--- src/rtl/scan_mux_pkg.sv ---
// Shared definitions for the scan_mux block: mode encodings and a
// constant clog2 used to size the select/channel fields.
package scan_mux_pkg;

  localparam logic MODE_MANUAL = 1'b0;
  localparam logic MODE_SCAN   = 1'b1;

  // Ceiling log2 for elaboration-time sizing (value >= 2 in this block).
  function automatic int clog2(input int value);
    int result;
    int rem;
    result = 0;
    rem    = value - 1;
    while (rem > 0) begin
      result = result + 1;
      rem    = rem >> 1;
    end
    return result;
  endfunction

endpackage

--- src/rtl/scan_mux_ptr.sv ---
// Round-robin scan pointer with a per-channel dwell counter. Manual mode
// parks the pointer at channel 0 so the next scan starts from the bottom.
// 'last' flags the final dwell sample of the top channel.
module scan_mux_ptr
  import scan_mux_pkg::*;
#(
  parameter int N     = 4,
  parameter int DWELL = 1,
  parameter int SELW  = 2
) (
  input  logic            clk,
  input  logic            rst,
  input  logic            en,
  input  logic            mode,
  output logic [SELW-1:0] ptr,
  output logic            last
);

  localparam logic [SELW-1:0] PTR_TOP = SELW'(N - 1);
  localparam logic [7:0]      CNT_TOP = 8'(DWELL - 1);

  logic [SELW-1:0] ptr_r;
  logic [7:0]      cnt_r;
  logic            dwell_done_s;

  assign dwell_done_s = (cnt_r == CNT_TOP);

  // Advance the dwell counter and pointer on enabled scan edges; clear in manual.
  always_ff @(posedge clk or posedge rst) begin
    if (rst) begin
      ptr_r <= {SELW{1'b0}};
      cnt_r <= 8'd0;
    end else if (en) begin
      if (mode == MODE_MANUAL) begin
        ptr_r <= {SELW{1'b0}};
        cnt_r <= 8'd0;
      end else if (dwell_done_s) begin
        cnt_r <= 8'd0;
        ptr_r <= (ptr_r == PTR_TOP) ? {SELW{1'b0}} : ptr_r + SELW'(1'b1);
      end else begin
        cnt_r <= cnt_r + 8'd1;
      end
    end else begin
      ptr_r <= ptr_r;
      cnt_r <= cnt_r;
    end
  end

  assign ptr  = ptr_r;
  assign last = (ptr_r == PTR_TOP) && dwell_done_s;

endmodule

--- src/rtl/scan_mux.sv ---
// N-to-1 multiplexer with registered output. Manual mode uses a saturating
// select; scan mode walks the channels round-robin via scan_mux_ptr. Every
// output is a flop, so there is no combinational path from i/sel to q.
module scan_mux
  import scan_mux_pkg::*;
#(
  parameter  int N     = 4,
  parameter  int W     = 1,
  parameter  int DWELL = 1,
  localparam int SELW  = clog2(N)
) (
  input  logic            clk,
  input  logic            rst,
  input  logic            en,
  input  logic            mode,
  input  logic [SELW-1:0] sel,
  input  logic [N*W-1:0]  i,
  output logic [W-1:0]    q,
  output logic            q_valid,
  output logic [SELW-1:0] ch,
  output logic            wrap
);

  localparam logic [SELW-1:0] CH_TOP = SELW'(N - 1);

  logic [W-1:0]    chan_s [N];
  logic [SELW-1:0] ptr_s;
  logic            last_s;
  logic [SELW-1:0] eff_s;
  logic [SELW-1:0] idx_s;

  logic [W-1:0]    q_r;
  logic            q_valid_r;
  logic [SELW-1:0] ch_r;
  logic            wrap_r;

  // Unpack the flat input bus into one entry per channel.
  for (genvar k = 0; k < N; k++) begin : g_chan
    assign chan_s[k] = i[k*W +: W];
  end

  scan_mux_ptr #(
    .N     (N),
    .DWELL (DWELL),
    .SELW  (SELW)
  ) u_ptr (
    .clk  (clk),
    .rst  (rst),
    .en   (en),
    .mode (mode),
    .ptr  (ptr_s),
    .last (last_s)
  );

  // Saturate the manual select and choose between manual and scan index.
  always_comb begin
    eff_s = sel;
    idx_s = ptr_s;
    if (sel > CH_TOP) begin
      eff_s = CH_TOP;
    end else begin
      eff_s = sel;
    end
    if (mode == MODE_SCAN) begin
      idx_s = ptr_s;
    end else begin
      idx_s = eff_s;
    end
  end

  // Load data/channel on enabled edges; valid and wrap are single-cycle flags.
  always_ff @(posedge clk or posedge rst) begin
    if (rst) begin
      q_r       <= {W{1'b0}};
      ch_r      <= {SELW{1'b0}};
      q_valid_r <= 1'b0;
      wrap_r    <= 1'b0;
    end else if (en) begin
      q_r       <= chan_s[idx_s];
      ch_r      <= idx_s;
      q_valid_r <= 1'b1;
      wrap_r    <= (mode == MODE_SCAN) && last_s;
    end else begin
      q_r       <= q_r;
      ch_r      <= ch_r;
      q_valid_r <= 1'b0;
      wrap_r    <= 1'b0;
    end
  end

  assign q       = q_r;
  assign ch      = ch_r;
  assign q_valid = q_valid_r;
  assign wrap    = wrap_r;

endmodule

--- config.mk ---
export PLATFORM = sky130hd
export DESIGN_NAME = scan_mux
export DESIGN_NICKNAME = d
export VERILOG_FILES = /design/src/rtl/scan_mux_pkg.sv /design/src/rtl/scan_mux_ptr.sv /design/src/rtl/scan_mux.sv
export SDC_FILE = /design/constraint.sdc
export NUM_CORES = 1
export LEC_CHECK = 0
export CORE_MARGIN = 2
export CORE_UTILIZATION = 48
export DETAILED_ROUTE_END_ITERATION = 8
export PLACE_DENSITY = 0.78
export SLEW_MARGIN = 20
export SYNTH_ARGS = -nofsm -noshare
export SYNTH_HDL_FRONTEND = slang
export SYNTH_SLANG_ARGS = --single-unit
--- constraint.sdc ---
create_clock -name clk -period 2.14 [get_ports clk]
set_input_delay 0.428 -clock clk [delete_from_list [all_inputs] [get_ports clk]]
set_output_delay 0.428 -clock clk [all_outputs]
set_load 0.01 [all_outputs]
==> flow_summary.json <==
{
  "cts_hold_buf": 0,
  "placed_area_um2": 933,
  "hp-class": "in2async",
  "numCtsBuffers": 3,
  "syn_area_per_cell_um2": 10.6,
  "nets": 105,
  "grt_max_degree": 16,
  "switching_share_pct": 24.7,
  "final_util_pct": 64.5,
  "required_ns": 2.31,
  "post_cts_buffers": 0,
  "crit_end": "u_ptr.ptr[0]$_DFFE_PP0P_",
  "max_cap_violations": 0,
  "port_buffers": 14,
  "synthesis.nets": 84,
  "gp_congestion": 0.722,
  "p_seq_share_pct": 53.4,
  "cp-end-kind": "flip-flop",
  "core_area_mm2": 0.00149,
  "status": "finished, final reports clean",
  "synth_top_area_share_pct": 49.9,
  "areaGrowthSynthToFinish_pct": 27.6,
  "power_density_mw_per_mm2": 618,
  "timing.rr.end": "u_ptr.ptr[0]$_DFFE_PP0P_",
  "grt_pass1_wl_um": 2310,
  "yosys_warnings": 0,
  "cts_sinks": 15,
  "rr_worst_depth": 6,
  "cp-start-kind": "flip-flop",
  "crit_path_start": "u_ptr.cnt_r[0]$_DFFE_PP0P_",
  "insertion_delay_ns": 0.27,
  "worst_pin_slew_ns": 0.545,
  "finalPower_w": 0.000593,
  "ios": 15,
  "antennaDiodeCount": 0,
  "crit_arrival_ns": 2.19,
  "drtPass1Iterations": 4,
  "grt_use_total_pct": 16.6,
  "wl_um": 1330,
  "setup_viol": 0,
  "dp_hpwl_um": 997,
  "antenna_found_initial": 0,
  "power.share.clock_pct": 26.9,
  "finalMaxSlewViolations": 0,
  "drtAntennaViolNets": 0,
  "vias": 563,
  "internal_power_w": 0.000447,
  "leakagePower_nw": 0.434,
  "tns_ns": 0,
  "layout-drive-gt1-share_pct": 13.2,
  "grt_setup_unrepaired": "false",
  "synth.yosys.seq_area_share_pct": 49.9,
  "path_class": "reg2reg",
  "final_area_um2": 960,
  "vdd_drop_max_v": 0.000319,
  "grt_pass1_vias": 554,
  "path_clk_slew_ns": 0.09,
  "fill_cells": 119,
  "wl_per_cell_um": 12.4,
  "cts_root_buf": "clkbuf_4",
  "cts_tree": "done",
  "power_switching_w": 0.000146,
  "netlist_top_cells_area": "dfrtp_1 50%, nor2_1 5.5%, ha_1 5.0%, mux2i_1 4.0%, nand2_1 3.5%",
  "syn_area_um2": 752,
  "crit_fanout": 5,
  "cts_resized": 0,
  "yosys.area.top_type": "dfrtp_1",
  "vias_per_cell": 5.26,
  "yosys_register_bits": 15,
  "comb_power_share_pct": 19.6,
  "cts_max_level": 1,
  "finalHoldViolations": 0,
  "r2r-start": "u_ptr.cnt_r[0]$_DFFE_PP0P_",
  "ys_types": 25,
  "die_h_um": 43.6,
  "slew_headroom_pct": 63.6,
  "start_util_pct": 50.5,
  "max_freq_mhz": 495,
  "timing.final.crit_share_pct": 94.4,
  "std_cell_rows": 14,
  "fp.dieW_um": 43.6,
  "finClkSkew_ns": 0.00121,
  "drc": 0,
  "synth_cells": 71,
  "dieArea_mm2": 0.00190,
  "period_needed_ns": 2.02,
  "drt_iter0_drc": 10,
  "r2r_slack_ns": 0.12,
  "clockBufferDepth": 2,
  "grt_overflow": 0
}
-- layout by cell type (no fill, tap or decap), types with 2 or more instances in the layout --
cell,count
xnor2_1,3
a21oi_1,2
buf_4,4
nand4_1,3
nand2_1,7
clkdlybuf4s50_1,14
dfrtp_1,15
xor2_1,3
clkbuf_4,3
mux2i_1,3
ha_1,3
o21ai_0,2
nor2_1,11
nand3_1,2
inv_1,4
-- kinds of logic (layout without fill, tap and decap cells) --
family / Yosys count / in the layout / synth area share, %
adders and majority gates: 3 / 3 / 4.99
muxes: 6 / 6 / 10.5
xor gates and xnor gates: 6 / 6 / 6.99
and+or+nand+nor: 28 / 28 / 17.6
DFF: 15 / 15 / 49.9
AOI/OAI and AO/OA: 7 / 7 / 6.82
buffers and inverters: 6 / 26 / 3.16
-- registers in the layout, summed over array words and instances, names as in the netlist --
name,cells
wrap,1
u_ptr.ptr,2
u_ptr.cnt_r,8
ch,2
q_valid,1
q,1
-- metal layers --
layer / routed length, um / track usage, % / vias to the layer above
met5: 0 / 0 / -
met4: 17 / 7.88 / 0
met3: 32 / 5.00 / 2
met2: 662 / 24.4 / 11
met1: 617 / 22.5 / 269
li1: - / - / 281
-- power by group through the flow --
stage               Combinational [W]  Clock (W)  Sequential [W]
floorplan                   0.0000515          0        0.000327
global placement             0.000115          0        0.000323
detailed placement           0.000118          0        0.000323
CTS                          0.000119   0.000164        0.000318
global route                 0.000127   0.000179        0.000320
finish                       0.000116   0.000160        0.000317
-- worst max-delay path: stages, from the launching register on --
cell	delay, ns
dfrtp_1	0.42
inv_1	0.11
ha_1	0.14
or4b_1	0.46
or2_4	0.30
a21oi_4	0.18
mux2_4	0.31
-- layout make-up --
type	count	area (um^2)	area share (%)
Multi-Input combinational cell	50	353	36.8
Sequential cell	15	375	39.1
Inverter	4	15.0	1.56
Clock buffer	4	26.3	2.74
Tap cell	16	20.0	2.09
Timing Repair Buffer	18	170	17.7
-- stage by stage --
step           std cells  setup WS (ns)  hold slack, ns
3_5_place_dp         103        -0.0127           0.502
6_report             107          0.121           0.502
2_1_floorplan         71          0.167           0.329
3_3_place_gp         103         0.0354           0.497
5_1_grt              107         0.0113           0.530
4_1_cts              107          0.118           0.523
-- how the worst min path moves through the flow --
stage / from / to / slack (ns) / cells after the start
after detailed placement: q$_DFFE_PP0P_ / q$_DFFE_PP0P_ / 0.50 / 1
after floorplan: rst / ch[0]$_DFFE_PP0P_ / 0.33 / 1
after global routing: q$_DFFE_PP0P_ / q$_DFFE_PP0P_ / 0.53 / 1
after CTS: q$_DFFE_PP0P_ / q$_DFFE_PP0P_ / 0.52 / 1
final: rst / u_ptr.ptr[1]$_DFFE_PP0P_ / 0.50 / 2
after global placement: q$_DFFE_PP0P_ / q$_DFFE_PP0P_ / 0.50 / 1
-- cell usage after synthesis --
master / count
a22o_1: 1
dfrtp_1: 15
buf_2: 1
xnor2_1: 3
inv_1: 4
mux2_4: 1
mux2_2: 1
clkbuf_1: 1
or2_4: 1
ha_1: 3
a21oi_1: 2
or3_1: 1
a21oi_4: 1
nand4_1: 3
nor2_1: 11
o22ai_1: 1
nor2b_1: 1
or4b_1: 1
nand2_1: 7
mux2i_1: 3
o21ai_0: 2
mux4_2: 1
nand3_1: 2
nor3_1: 1
xor2_1: 3
(Power assumes the default switching activity.)
